--- config.mk ---
export PLATFORM = sky130hd
export DESIGN_NAME = stack_unit_flat
export DESIGN_NICKNAME = d
export VERILOG_FILES = /design/src/rtl/stack_unit_pkg.sv /design/src/rtl/stack_unit_if.sv /design/src/rtl/stack_unit.sv /design/src/flat_wrapper.sv
export SDC_FILE = /design/constraint.sdc
export NUM_CORES = 1
export LEC_CHECK = 0
export CAP_MARGIN = 30
export CORE_AREA = 2 2 101 151
export DETAILED_ROUTE_END_ITERATION = 7
export DIE_AREA = 0 0 103 153
export DONT_BUFFER_PORTS = 1
export GPL_TIMING_DRIVEN = 1
export PLACE_DENSITY = 0.63
export RECOVER_POWER = 50
export SLEW_MARGIN = 5
export SYNTH_ARGS = -nofsm -noshare
export SYNTH_HDL_FRONTEND = slang
export SYNTH_SLANG_ARGS = --single-unit
--- constraint.sdc ---
create_clock -name clk -period 10.54 [get_ports clk]
set_clock_uncertainty 0.1 [all_clocks]
set_input_delay 3.162 -clock clk [delete_from_list [all_inputs] [get_ports clk]]
set_output_delay 3.162 -clock clk [all_outputs]
set_load 0.1 [all_outputs]
--- src/rtl/stack_unit_pkg.sv ---
// stack_unit_pkg: shared types for the loop/return stack (BYTE data, STACK_OP opcodes)
package stack_unit_pkg;
  typedef logic [7:0] BYTE;
  typedef enum logic [1:0] {STACK_NOP, STACK_PUSH, STACK_POP, STACK_REPLACE} STACK_OP;
endpackage

--- src/rtl/stack_unit_if.sv ---
// stack_unit_if: control-side bundle (stall/op/clear/push_data in; top-of-stack, count, empty/full, sticky errors out)
interface stack_unit_if #(parameter int DEPTH = 16, parameter int WIDTH = 8);
  import stack_unit_pkg::*;
  logic stall;
  STACK_OP stack_op;
  logic stack_clear;
  logic [WIDTH-1:0] push_data;
  logic [WIDTH-1:0] stack_out;
  logic [$clog2(DEPTH+1)-1:0] stack_count;
  logic stack_empty;
  logic stack_full;
  logic overflow_err;
  logic underflow_err;
  modport master (
    output stall, stack_op, stack_clear, push_data,
    input stack_out, stack_count, stack_empty, stack_full, overflow_err, underflow_err
  );
  modport slave (
    input stall, stack_op, stack_clear, push_data,
    output stack_out, stack_count, stack_empty, stack_full, overflow_err, underflow_err
  );
endinterface

--- src/rtl/stack_unit.sv ---
// stack_unit: DEPTH x WIDTH hardware loop stack; clk/reset plus stack_unit_if.slave carrying ops, top-of-stack, status and sticky errors
module stack_unit
  import stack_unit_pkg::*;
#(
  parameter int DEPTH = 16,
  parameter int WIDTH = 8
) (
  input logic clk,
  input logic reset,
  stack_unit_if.slave s
);
  localparam int AW = $clog2(DEPTH);
  localparam int CW = $clog2(DEPTH+1);
  logic [WIDTH-1:0] mem [DEPTH];
  logic [CW-1:0] sp;
  logic [AW-1:0] top_idx;
  logic ovf, unf, empty, full, act, do_push, do_pop, do_repl, ovf_set, unf_set;
  assign top_idx = AW'(sp - CW'(1));
  assign empty = sp == '0;
  assign full = sp == CW'(DEPTH);
  always_comb begin
    act = !s.stall && !s.stack_clear;
    do_push = act && s.stack_op == STACK_PUSH && !full;
    do_pop = act && s.stack_op == STACK_POP && !empty;
    do_repl = act && s.stack_op == STACK_REPLACE && !empty;
    ovf_set = act && s.stack_op == STACK_PUSH && full;
    unf_set = act && (s.stack_op == STACK_POP || s.stack_op == STACK_REPLACE) && empty;
  end
  always_ff @(posedge clk) begin
    if (reset) begin
      sp <= '0;
      ovf <= 1'b0;
      unf <= 1'b0;
    end else if (!s.stall && s.stack_clear) begin
      sp <= '0;
      ovf <= 1'b0;
      unf <= 1'b0;
    end else begin
      sp <= do_push ? sp + CW'(1) : do_pop ? sp - CW'(1) : sp;
      ovf <= ovf | ovf_set;
      unf <= unf | unf_set;
    end
  end
  always_ff @(posedge clk) begin
    if (!reset && (do_push || do_repl))
      mem[do_push ? sp[AW-1:0] : top_idx] <= s.push_data;
  end
  assign s.stack_out = empty ? '0 : mem[top_idx];
  assign s.stack_count = sp;
  assign s.stack_empty = empty;
  assign s.stack_full = full;
  assign s.overflow_err = ovf;
  assign s.underflow_err = unf;
endmodule

--- src/flat_wrapper.sv ---
// flat-port wrapper written by rule: the top's interface ports become plain ports
module stack_unit_flat import stack_unit_pkg::*;
#(
  parameter int DEPTH = 16,
  parameter int WIDTH = 8
)
  (clk, reset, s_stall, s_stack_op, s_stack_clear, s_push_data, s_stack_out, s_stack_count, s_stack_empty, s_stack_full, s_overflow_err, s_underflow_err);
  stack_unit_if #(.DEPTH(DEPTH), .WIDTH(WIDTH)) s_i ();
  input logic clk;
  input logic reset;
  input wire logic [$bits(s_i.stall)-1:0] s_stall;
  input wire logic [$bits(s_i.stack_op)-1:0] s_stack_op;
  input wire logic [$bits(s_i.stack_clear)-1:0] s_stack_clear;
  input wire logic [$bits(s_i.push_data)-1:0] s_push_data;
  output wire logic [$bits(s_i.stack_out)-1:0] s_stack_out;
  output wire logic [$bits(s_i.stack_count)-1:0] s_stack_count;
  output wire logic [$bits(s_i.stack_empty)-1:0] s_stack_empty;
  output wire logic [$bits(s_i.stack_full)-1:0] s_stack_full;
  output wire logic [$bits(s_i.overflow_err)-1:0] s_overflow_err;
  output wire logic [$bits(s_i.underflow_err)-1:0] s_underflow_err;
  assign s_i.stall = s_stall;
  assign s_i.stack_op = s_stack_op;
  assign s_i.stack_clear = s_stack_clear;
  assign s_i.push_data = s_push_data;
  assign s_stack_out = s_i.stack_out;
  assign s_stack_count = s_i.stack_count;
  assign s_stack_empty = s_i.stack_empty;
  assign s_stack_full = s_i.stack_full;
  assign s_overflow_err = s_i.overflow_err;
  assign s_underflow_err = s_i.underflow_err;
  stack_unit #(.DEPTH(DEPTH), .WIDTH(WIDTH)) u_core (.clk(clk), .reset(reset), .s(s_i));
endmodule
# After elaboration in Yosys (flattened, before gate mapping)
# Memories as Yosys holds them, arrays and structs flattened.
# Index checks and enable logic that the tools add are counted.
[op_classes]
add_sub_neg = 2
n_mul = 0
div = 0
magnitude_cmp = 0
n_eq_ne = 4
shift = 0
n_mux = 6
bitwise = 2
reduce_logical = 22
[op_table]
columns = ["operator", "count"]
rows = [
  ["$logic_and 1x1->1", 12],
  ["$mux 5", 2],
  ["$mux 8", 1],
  ["$add 5x1->5 const B", 1],
  ["$eq 5x5->1 const B", 1],
  ["$logic_not 1->1", 5],
  ["$logic_not 5->1", 1],
  ["$sub 5x1->5 const B", 1],
  ["$eq 2x2->1 const B", 2],
  ["$mux 4", 1],
  ["$eq 2x1->1 const B", 1],
  ["$logic_or 1x1->1", 2],
  ["$mux 1", 2],
  ["$or 1x1->1", 2],
  ["$reduce_bool 2->1", 1],
  ["$reduce_or 2->1", 1],
]
[word_totals]
ff_bits = 7
latchBits = 0
mem_bits_rw = 128
rom_bits = 0
out_inout_bits = 17
wordCells = 40
mem_count = 1
[mem_list]
columns = ["memory", "depth", "width", "rd", "rd_ports_with_merged_regs", "wr", "line", "source"]
rows = [
  ["u_core.mem", 16, 8, 1, 0, 1, "stack_unit.sv:14", "logic [WIDTH-1:0] mem [DEPTH];"],
]

# Longest topological paths before layout
# Gate-level depths: netlist of run 1.
[depth]
word_depth = 8
mapped_depth = 11

# Worst setup path after synthesis of run 1
# Ideal clock, no wire load.
[synth_path]
path_type = "reg-to-output"
start = "register u_core.sp[0] (netlist: u_core.s.stack_count[0])"
end = "output s_stack_out[0]"
arrival_ns = 4.296
path_slack_ns = 2.982
stages_incl_launch_ff = 10
cell_sequence = "dfxtp_1 > buf_6 > buf_2 > inv_1 > ha_1 > clkbuf_1 > clkbuf_1 > mux4_2 > mux2i_1 > o22ai_1"
[synth_via]
elab_chain_len = 3
elab_cells_between_ends = 4
classes_between = "add/sub: 1; mux: 1; reduce/logical: 1; memory: 1"
[synth_lines]
columns = ["element", "line", "source"]
rows = [
  ["start: declaration", "stack_unit.sv:15", "logic [CW-1:0] sp;"],
  ["start signal: assignment", "stack_unit.sv:39", "sp <= do_push ? sp + CW'(1) : do_pop ? sp - CW'(1) : sp;"],
  ["$sub 5x1->5", "--", ""],
  ["$mem_v2 16x8", "--", ""],
  ["$mux 8 *", "stack_unit.sv:48", "assign s.stack_out = empty ? '0 : mem[top_idx];"],
  ["end: declaration", "flat_wrapper.sv:15", "output wire logic [$bits(s_i.stack_out)-1:0] s_stack_out;"],
]
# Mark *: on every way between the ends. The rest lies on a longest branch, timed or not.

# Final worst setup path of run 1
[layout_path]
start = "register u_core.sp[2] (netlist: u_core.s.stack_count[2])"
end = "output s_stack_out[2]"
# The elaborated chain is that of the path after synthesis.

==> parameters.txt, run 1 <==
Parameter                              Value

Timing
  Unrepaired setup endpoints after global routing ... no
  Slew Limit Headroom ... -33.8%
  Min Tclk post-route ... 7.26 ns
  Slew at the pin closest to its max-slew limit ... 2.01 ns
  Final Hold Vio Count ... 0
  Final cycle utilization of the critical path ... 68.9%
  Final slew viol count ... 47
  Endpoints failing setup ... 0
  Sum of negative setup slack ... 0 ns
  Achievable frequency ... 0.138 GHz

Global route
  Aggregate global-route resource usage ... 16.0%
  Antenna violations before repair ... 0
  Number of global-route vias before repair ... 3107
  Total congestion overflow after global routing ... 0
  First-pass GRT wire length ... 18100 um
  Pin count of the biggest net entering global routing ... 40

Floorplanning
  Die W ... 103 um
  Count of boundary I/O pins ... 31
  Floorplan Core Area ... 14500 um2
  Floorplan die area ... 15800 um2
  Die Y ... 153 um
  Cell Rows ... 54
  Initial core utilization ... 39.2%

Worst hold path
  Destination of the worst hold path ... u_core.s.stack_count[3]
  Worst hold path class ... reg2reg
  Worst Min Path Start ... u_core.s.stack_count[0]
  Worst hold stages ... 3

Drt
  Vias per inst ... 5.46
  Total via count after detailed routing ... 2957
  TritonRoute pass-1 iters ... 4
  Wirelength, routed ... 11900 um
  Remaining design rule violation count ... 0
  Avg WL per Cell ... 22.0 um
  DRC marker count from the first detailed-route iteration ... 230
  Final antenna-violating net count ... 0

Critical path
  Origin of the critical flop-to-flop path ... u_core.s.stack_count[2]
  Worst EP arrival ... 4.00 ns
  Worst Setup End Kind ... output pin
  Critical path fanouts, max ... 17
  Worst R2R Setup Slack ... 5.80 ns
  Category of the worst setup path launch point ... flop
  Capture instance of the worst register-to-register path ... u_core.mem[12][1]
  Depth of the worst register-to-register path ... 8
  Worst Path Class, Setup ... reg2out
  Critical path required time ... 7.28 ns

CTS
  CTS Root Buffer Type ... clkbuf_16
  Resized Gates After CTS ... 0
  Hold buffer count at CTS ... 0
  Clock Pin Slew Worst Setup and Hold Paths ... 0.06 ns
  Clock tree from TritonCTS ... built
  Skew-Pair Late Insertion Delay ... 0.40 ns
  H-Tree Level Count ... 4
  Buffers inserted by post-CTS timing repair ... 0
  Number of CTS-inserted buffers ... 17
  Number of sinks on the clock net ... 135
  Max Buffers Root-to-Sink ... 2

Finish
  Footprint of the flip-flops and latches ... 3990 um2
  Layout overhead on the synthesized area ... 20.8%
  Area occupied by multi-input gates ... 1620 um2
  Layout Nets ... 352
  Ratio of cells with drive above 1 in the final layout ... 27.7%
  Diodes inserted ... 0
  Fill cell instance count of the final layout ... 1214

Synthesis
  Yosys warning total ... 0
  Leading cell type by number of instances after synthesis ... edfxtp_1
  Number of synthesized flops with an enable pin ... 128
  Largest cells by area after synthesis ... edfxtp_1 (68%), mux4_2 (12%), mux2i_1 (3.0%)
  Post-synth top area cell ... edfxtp_1
  Prevailing post-synth register cell ... edfxtp_1
  Mean area per synthesized cell ... 18.4 um2
  Post-synthesis async set-or-reset flop share ... 0%
  Post-synthesis xor/xnor area fraction ... 0.155%
  Most frequent cells after synthesis ... edfxtp_1 (128), mux4_2 (31), nor2_1 (18)
  Syn Inst Count ... 308
  Main combinational cell family by area after synthesis ... multiplexers
  Post-synthesis cell type count ... 45
  Simple-gate share of the synthesized area ... 5.61%
  Compound-cell area share of the yosys netlist ... 4.83%
  Proportion of netlist area held by the largest area contributor ... 67.8%
  Number of synthesized register bits ... 135
  Mux contribution to synthesized area ... 15.8%
  Post-Synth Adder-Cell Area ... 1.10%
  Post-synthesis cell area ... 5670 um2
  Post-synth net total ... 327
  Seq/Total Area, Yosys ... 70.3%

Placement
  Placer's final routability congestion estimate ... 0.898
  HPWL after DPL ... 8140 um
  Count of port buffers added during placement ... 0

Power and ir drop
  Post-layout power ... 1290 uW
  Peak VDD IR ... 0.112 mV
  Areal power density over the cells ... 189 nW/um2
  Leakage Power ... 0.00212 uW

Run status
  Violated checks ... max-capacitance violations, max-slew violations
  Run status ... complete, but fails checks

Job
  Count of max-cap constraint violations ... 4
## layout by cell type, fill, tap and decap left out, types with 2 or more instances in the layout
cell type   count
a211oi_1        5
a21o_1          2
a21oi_1        11
a31oi_1         2
and4_1          2
buf_16          9
buf_4           7
buf_8           2
bufinv_16       3
clkbuf_1        4
clkbuf_16      17
clkinv_4        2
clkinvlp_4      3
dfxtp_1         6
edfxtp_1      128
ha_1            5
inv_1           8
inv_6           4
inv_8           2
mux2i_1        17
mux4_2         31
nand2_1         2
nand2b_1        4
nand3_1         3
nand3b_1        4
nor2_1         18
nor3_1          4
nor3b_1         2
nor4b_1         2
o211ai_1        2
o21a_1          2
o21ai_0         4
o22ai_2         8
or2_2           2
## registers in the layout, indices dropped and copies added, names as in the netlist
register	count
u_core.mem	128
u_core.s.stack_count	5
u_core.s.underflow_err	1
u_core.s.overflow_err	1
## worst max-delay path by stage
stage / startpoint / slack [ns] / end
floorplan: u_core.s.stack_count[0] / 2.98 / s_stack_out[0]
global placement: u_core.s.stack_count[0] / 3.72 / s_stack_out[2]
detailed placement: u_core.s.stack_count[0] / 3.98 / s_stack_out[5]
CTS: u_core.s.stack_count[0] / 3.54 / s_stack_out[5]
global route: u_core.s.stack_count[2] / 3.10 / s_stack_out[2]
finish: u_core.s.stack_count[2] / 3.28 / s_stack_out[2]
## final cells by class
type | instances | area share (%)
clock inverter | 15 | 2.81
tap | 196 | 3.58
clock buffer | 17 | 6.21
multi-input combinational | 149 | 23.7
inverter | 8 | 0.439
timing repair buffer | 22 | 5.04
sequential | 135 | 58.2
## through the flow
stage / cell area, um2 / hold slack [ns] / instances / setup slack (ns) / utilization [%]
2_1_floorplan: 5670 / 0.861 / 308 / 2.98 / -
3_3_place_gp: 5970 / 0.695 / 495 / 3.72 / 41.3
3_5_place_dp: 6220 / 0.693 / 508 / 3.98 / 43.0
4_1_cts: 6840 / 0.701 / 540 / 3.54 / 47.3
5_1_grt: 6850 / 0.695 / 542 / 3.10 / 47.4
6_report: 6850 / 0.641 / 542 / 3.28 / 47.4
## where the power goes
group / internal, uW / switching (uW) / total [uW]
logic: 38.5 / 58.2 / 96.7
registers: 588 / 2.21 / 590
clock network: 378 / 228 / 606
total: 1000 / 288 / 1290
## per-layer routing
metal	wire [um]	vias up	GRT usage, %
li1	-	1325	-
met1	4350	1533	17.3
met2	6780	84	29.1
met3	508	15	3.80
met4	265	0	6.77
met5	0	-	0
## cells by family (layout without fill, tap and decap cells)
logic type,Yosys count,in the layout
compound gates,42,42
xor+xnor,1,1
fa+ha+maj,5,5
buf+inv,24,62
flops,135,135
mux,49,49
simple gates,52,52
## critical path, cell delays in order, from the launching register on
cell	delay, ns
dfxtp_1	0.30
clkbuf_1	1.42
or4_4	0.35
and2_1	0.56
buf_8	0.24
mux2i_1	0.29
o22ai_2	0.18
buf_16	0.22
No activity file was read; power rests on OpenSTA's default activity.
==> run 2: changes to the inputs <==
Clock period 10.54 ns to 7.5 ns, I/O delays scaled along.
==> run 2 against run 1 <==
The flow still finishes with violations (max-capacitance violations, max-slew violations). Sequential power rose by 41%. Clock power increased by 31%. Combinational power rose by 25%. Non-clock buffer count rose by 5. Largest power group is now registers. Die area is the same. Cell area down 2.1%.
==> parameters.txt, run 2 (synthesis gave the netlist of run 1 again) <==
Parameter                              Value

CTS
  Buffers inserted by post-CTS timing repair ... 0 (unchanged)
  Resized Gates After CTS ... 0 (unchanged)
  Clock Pin Slew Worst Setup and Hold Paths ... 0.07 ns (about the same)
  Max Buffers Root-to-Sink ... 2 (unchanged)
  Skew-Pair Late Insertion Delay ... 0.43 ns (+0.03 ns)
  CTS Root Buffer Type ... clkbuf_16
  Number of sinks on the clock net ... 135 (unchanged)
  Hold buffer count at CTS ... 0 (unchanged)
  Clock tree from TritonCTS ... built
  H-Tree Level Count ... 4 (unchanged)
  Number of CTS-inserted buffers ... 17 (unchanged)

Power and ir drop
  Gate power share ... 6.9% (-0.6 points)
  Sequential fraction of design power ... 47.5% (+1.8 points)
  Sw Share ... 24.9% (+2.7 points)
  Pint ... 1310 uW (+31%)
  Switching component of the power ... 436 uW (+51%)
  Power share of the clock group ... 45.6% (-1.3 points)
  Areal power density over the cells ... 261 nW/um2 (+38%)
  Peak VDD IR ... 0.152 mV (+36%)
  Leakage Power ... 0.00209 uW (-1.5%)

Global route
  Number of global-route vias before repair ... 2984 (-4.0%)
  Pin count of the biggest net entering global routing ... 38 (-5.0%)
  First-pass GRT wire length ... 18200 um (+0.53%)
  Aggregate global-route resource usage ... 16.3% (+0.31 points)
  Total congestion overflow after global routing ... 0 (unchanged)
  Antenna violations before repair ... 0 (unchanged)

Drt
  Remaining design rule violation count ... 0 (unchanged)
  Vias per inst ... 5.50 (+0.90%)
  Avg WL per Cell ... 22.4 um (+2.2%)
  Wirelength, routed ... 12300 um (+3.2%)
  Final antenna-violating net count ... 0 (unchanged)
  TritonRoute pass-1 iters ... 4 (unchanged)
  Total via count after detailed routing ... 3011 (+1.8%)
  DRC marker count from the first detailed-route iteration ... 157 (-32%)

Finish
  Max FFs per register ... 128 (unchanged)
  Diodes inserted ... 0 (unchanged)
  Layout overhead on the synthesized area ... 18.3%
  Ratio of cells with drive above 1 in the final layout ... 28.8% (+1.0 points)
  Most frequent cells in the layout ... edfxtp_1 (128), mux4_2 (31), nor2_1 (18), buf_4 (18)
  Final cell area excluding filler cells ... 6710 um2 (-2.1%)
  Layout Nets ... 357 (+1.4%)
  Most common cell after layout, fill and taps aside ... edfxtp_1

Placement
  Placer's final routability congestion estimate ... 0.795 (-11%)
  Count of port buffers added during placement ... 0 (unchanged)
  Post-Place Cell Area ... 6140 um2 (-1.3%)
  HPWL after DPL ... 8010 um (-1.7%)

Timing
  Slew at the pin closest to its max-slew limit ... 1.91 ns (-0.0984 ns)
  Final Hold Vio Count ... 0 (unchanged)
  Final cycle utilization of the critical path ... 87.2%
  Final slew viol count ... 31 (-34%)
  Slew Limit Headroom ... -27.2% (+6.6 points)
  Sum of negative setup slack ... 0 ns (unchanged)
  Min Tclk post-route ... 6.54 ns
  Achievable frequency ... 0.153 GHz
  Unrepaired setup endpoints after global routing ... no
  Endpoints failing setup ... 0 (unchanged)

Critical path
  Critical path fanouts, max ... 14 (-3)
  Critical path required time ... 5.15 ns (-2.13 ns)
  Worst R2R Setup Slack ... 2.48 ns (-3.32 ns)
  Worst Setup End Kind ... output pin
  Launching element of the worst setup path ... u_core.s.stack_count[3]
  Depth of the worst register-to-register path ... 10 (+2)
  Capture instance of the worst register-to-register path ... u_core.mem[4][2]
  Origin of the critical flop-to-flop path ... u_core.s.stack_count[0]
  Worst EP arrival ... 4.19 ns (+0.19 ns)
  Category of the worst setup path launch point ... flop
  Worst Path Class, Setup ... reg2out

Floorplanning
  Count of boundary I/O pins ... 31 (unchanged)
  Floorplan die area ... 15800 um2 (unchanged)
  Floorplan Core Area ... 14500 um2 (unchanged)
  Die W ... 103 um (unchanged)
  Initial core utilization ... 39.2% (unchanged)
  Die Y ... 153 um (unchanged)
  Cell Rows ... 54 (unchanged)

Worst hold path
  Worst hold path class ... reg2reg
  Worst Min Path Start ... u_core.s.stack_count[2]
  Destination of the worst hold path ... u_core.s.stack_count[4]
  Worst hold stages ... 4 (+1)

Run status
  Run status ... complete, but fails checks
  Violated checks ... max-capacitance violations, max-slew violations

Job
  Count of max-cap constraint violations ... 3 (-1)
[run 2: changes by cell type in the layout (fill, tap and decap cells not counted), sizes merged]
cell / previous run / this run
clkbuf: 21 / 20
inv: 14 / 17
bufinv: 3 / 0
buf: 18 / 24
[run 2: power groups by stage]
stage          combinational, uW  clock (uW)  sequential [uW]
2_1_floorplan               90.8           0              850
3_3_place_gp                 117           0              849
3_5_place_dp                 122           0              846
4_1_cts                      123         808              830
5_1_grt                      127         842              830
6_report                     121         796              830
[run 2: cell type report]
class / count / area, um2
Clock buffer: 17 / 425
Clock inverter: 15 / 153
Fill cell: 1235 / 7750
Inverter: 8 / 30.0
Multi-Input combinational cell: 149 / 1620
Sequential cell: 135 / 3980
Tap cell: 196 / 245
Timing Repair Buffer: 27 / 246
[run 2: worst max path at each step]
stage | end | slack, ns
4_1_cts | s_stack_out[1] | 1.61
3_3_place_gp | s_stack_out[5] | 1.99
2_1_floorplan | s_stack_out[0] | 0.85
6_report | s_stack_out[1] | 0.96
3_5_place_dp | u_core.mem[12][0] | 2.03
5_1_grt | s_stack_out[1] | 0.88
[run 2: worst max-delay path, cell delays in order, from the launching register on]
cell      delay (ns)
dfxtp_1         0.30
clkbuf_1        1.35
or4_4           0.36
and2_1          0.77
buf_4           0.30
mux2i_1         0.29
o22ai_2         0.10
buf_4           0.26
[run 2: metal layers]
metal / routed length (um) / share of wire (%) / global-route usage [%] / vias to the layer above
li1: - / - / - / 1342
met1: 4810 / 39 / 19.3 / 1564
met2: 6660 / 54 / 27.6 / 83
met3: 546 / 4.4 / 4.34 / 22
met4: 262 / 2.1 / 7.08 / 0
met5: 0 / 0 / 0 / -
[run 2: stage by stage]
| stage | hold WS (ns) | utilization (%) | setup WS (ns) | std cells | power, uW |
|---|---|---|---|---|---|
| after floorplan | 0.861 | - | 0.854 | 308 | 941 |
| after global placement | 0.680 | 41.9 | 1.99 | 508 | 966 |
| after detailed placement | 0.683 | 42.4 | 2.03 | 513 | 969 |
| after CTS | 0.696 | 46.4 | 1.61 | 545 | 1760 |
| after global routing | 0.906 | 46.4 | 0.881 | 547 | 1800 |
| final | 0.850 | 46.4 | 0.962 | 547 | 1750 |
==> run 3: changes to the inputs <==
Settings changed: CAP_MARGIN 30 to 20, CORE_AREA 2 2 101 151 to 2 2 86 130, DIE_AREA 0 0 103 153 to 0 0 88 132, PLACE_DENSITY 0.63 to 0.79.
==> run 3 against run 2 <==
The run still ends with max-capacitance violations, max-slew violations left. Cell area decreased by 2.0%. Non-clock buffer count fell by 9. Maximum frequency fell by 0.30%. Largest cell class unchanged. Critical path depth shrank 1. Register-to-register slack got worse by 0.07 ns. Sequential power increased by 0.5%. Critical path type unchanged. Cell count down 11%. Utilization increased by 17 points. Die area decreased by 26%.
==> parameters.txt, run 3 (synthesis gave the netlist of run 1 again) <==
Parameter                              Value

CTS
  Hold buffer count at CTS ... 0 (unchanged)
  Clock Pin Slew Worst Setup and Hold Paths ... 0.06 ns (about the same)
  CTS Root Buffer Type ... clkbuf_16
  Number of CTS-inserted buffers ... 17 (unchanged)
  Clock tree from TritonCTS ... built
  Buffers inserted by post-CTS timing repair ... 0 (unchanged)
  Max Buffers Root-to-Sink ... 2 (unchanged)
  Resized Gates After CTS ... 0 (unchanged)
  Number of sinks on the clock net ... 135 (unchanged)
  H-Tree Level Count ... 4 (unchanged)
  Skew-Pair Late Insertion Delay ... 0.41 ns (-0.02 ns)

Floorplanning
  Floorplan die area ... 11600 um2 (-26%)
  Die W ... 88 um (-15%)
  Die Y ... 132 um (-14%)
  Cell Rows ... 46 (-15%)
  Floorplan Core Area ... 10400 um2 (-28%)
  Count of boundary I/O pins ... 31 (unchanged)
  Initial core utilization ... 54.4% (+15 points)

Power and ir drop
  Areal power density over the cells ... 274 nW/um2 (+5.0%)
  Peak VDD IR ... 0.143 mV (-6.3%)
  Leakage Power ... 0.00205 uW (-2.0%)
  Post-layout power ... 1800 uW (+2.9%)

Finish
  Max FFs per register ... 128 (unchanged)
  Diodes inserted ... 0 (unchanged)
  Most frequent cells in the layout ... edfxtp_1 (128), mux4_2 (31), nor2_1 (18), mux2i_1 (17), clkbuf_16 (17)
  Ratio of cells with drive above 1 in the final layout ... 26.1% (-2.7 points)
  Layout Nets ... 348 (-2.5%)
  Layout overhead on the synthesized area ... 15.9%
  Most common cell after layout, fill and taps aside ... edfxtp_1

Global route
  First-pass GRT wire length ... 18200 um (+0.42%)
  Total congestion overflow after global routing ... 0 (unchanged)
  Pin count of the biggest net entering global routing ... 40 (+5.3%)
  Antenna violations before repair ... 0 (unchanged)
  Aggregate global-route resource usage ... 22.5% (+6.1 points)
  Number of global-route vias before repair ... 3098 (+3.8%)

Timing
  Achievable frequency ... 0.152 GHz (-0.30%)
  Slew at the pin closest to its max-slew limit ... 2.00 ns (+0.0871 ns)
  Final slew viol count ... 49 (+58%)
  Min Tclk post-route ... 6.56 ns (+0.0194 ns)
  Endpoints failing setup ... 0 (unchanged)
  Final cycle utilization of the critical path ... 87.4% (+0.26 points)
  Slew Limit Headroom ... -33.0% (-5.8 points)
  Final Hold Vio Count ... 0 (unchanged)
  Unrepaired setup endpoints after global routing ... no
  Sum of negative setup slack ... 0 ns (unchanged)

Critical path
  Critical path fanouts, max ... 17 (+3)
  Critical path required time ... 5.15 ns (about the same)
  Origin of the critical flop-to-flop path ... u_core.s.stack_count[1]
  Largest stage delay on the critical path ... 1.42 ns (+0.07 ns)
  Count of buffer and inverter cells on the critical path ... 2 (-1)
  CP cell instances ... clkbuf_1, or4_4, and2_1, mux2i_1, o22ai_2, buf_4
  Worst Path Class, Setup ... reg2out
  Category of the worst setup path launch point ... flop
  Worst EP arrival ... 4.21 ns (+0.02 ns)
  Top Family by Delay on Critical Path ... buffers and inverters
  Slowest cell on the critical path ... clkbuf_1
  Launching element of the worst setup path ... u_core.s.stack_count[2]
  Worst Setup End Kind ... output pin

Job
  Count of max-cap constraint violations ... 4 (+1)

Drt
  DRC marker count from the first detailed-route iteration ... 262 (+67%)
  Avg WL per Cell ... 25.0 um (+11%)
  Vias per inst ... 6.31 (+15%)
  Final antenna-violating net count ... 0 (unchanged)
  Remaining design rule violation count ... 0 (unchanged)
  Wirelength, routed ... 12100 um (-1.4%)
  Total via count after detailed routing ... 3058 (+1.6%)
  TritonRoute pass-1 iters ... 4 (unchanged)

Run status
  Violated checks ... max-capacitance violations, max-slew violations
  Run status ... complete, but fails checks

Worst hold path
  Worst Min Path Start ... u_core.s.overflow_err
  Worst hold path class ... reg2reg

Placement
  HPWL after DPL ... 7370 um (-8.0%)
  Count of port buffers added during placement ... 0 (unchanged)
  Placer's final routability congestion estimate ... 0.877 (+10%)
## run 3: cell types whose count changed in the layout (fill, tap and decap cells not counted), sizes merged
| cell | previous run | this run |
|---|---|---|
| buf | 24 | 14 |
| clkinv | 3 | 6 |
| clkinvlp | 3 | 2 |
| bufinv | 0 | 4 |
| inv | 17 | 9 |
| clkbuf | 20 | 22 |
## run 3: report_power, final
part,internal (uW),leakage (uW),switching (uW)
Clock,552,0.000294,295
Sequential,827,0.00121,6.84
Combinational,41.9,0.000547,75.0
## run 3: worst min-delay path: stages (launching register included)
cell and delay, ns:
dfxtp_1 0.64, a21oi_1 0.27, nor2_1 0.04
## run 3: area by class of cell
class                   count  area, um2
repair buffers             18        140
inverters                   8       30.0
well taps                 144        180
clock buffers              18        429
clock inverters            13        180
multi-input cells         149       1620
flip-flops and latches    135       3990
fillers                   676       3850
## run 3: path summary, 6_finish.rpt
check	end	slack (ns)	depth (start not counted)
worst max register to register	u_core.mem[4][6]	2.41	10
worst min-delay path	u_core.s.overflow_err	0.90	2
worst min register to register	u_core.s.overflow_err	0.90	2
worst max-delay path	s_stack_out[6]	0.94	6
## run 3: routing by layer
| metal | GRT usage [%] | routed length (um) |
|---|---|---|
| met1 | 26.4 | 4630 |
| met2 | 37.3 | 6320 |
| met3 | 7.26 | 768 |
| met4 | 9.91 | 394 |
| met5 | 0 | 0 |
## run 3: stage by stage
stage / area [um2] / worst slack (ns) / hold slack, ns / utilization (%) / instances
6_report: 6570 / 0.942 / 0.899 / 63.1 / 485
3_5_place_dp: 5960 / 1.92 / 0.671 / 57.2 / 451
5_1_grt: 6570 / 0.825 / 0.932 / 63.1 / 485
3_3_place_gp: 5960 / 2.01 / 0.663 / 57.2 / 451
4_1_cts: 6570 / 1.56 / 0.677 / 63.1 / 482
2_1_floorplan: 5670 / 0.854 / 0.861 / - / 308
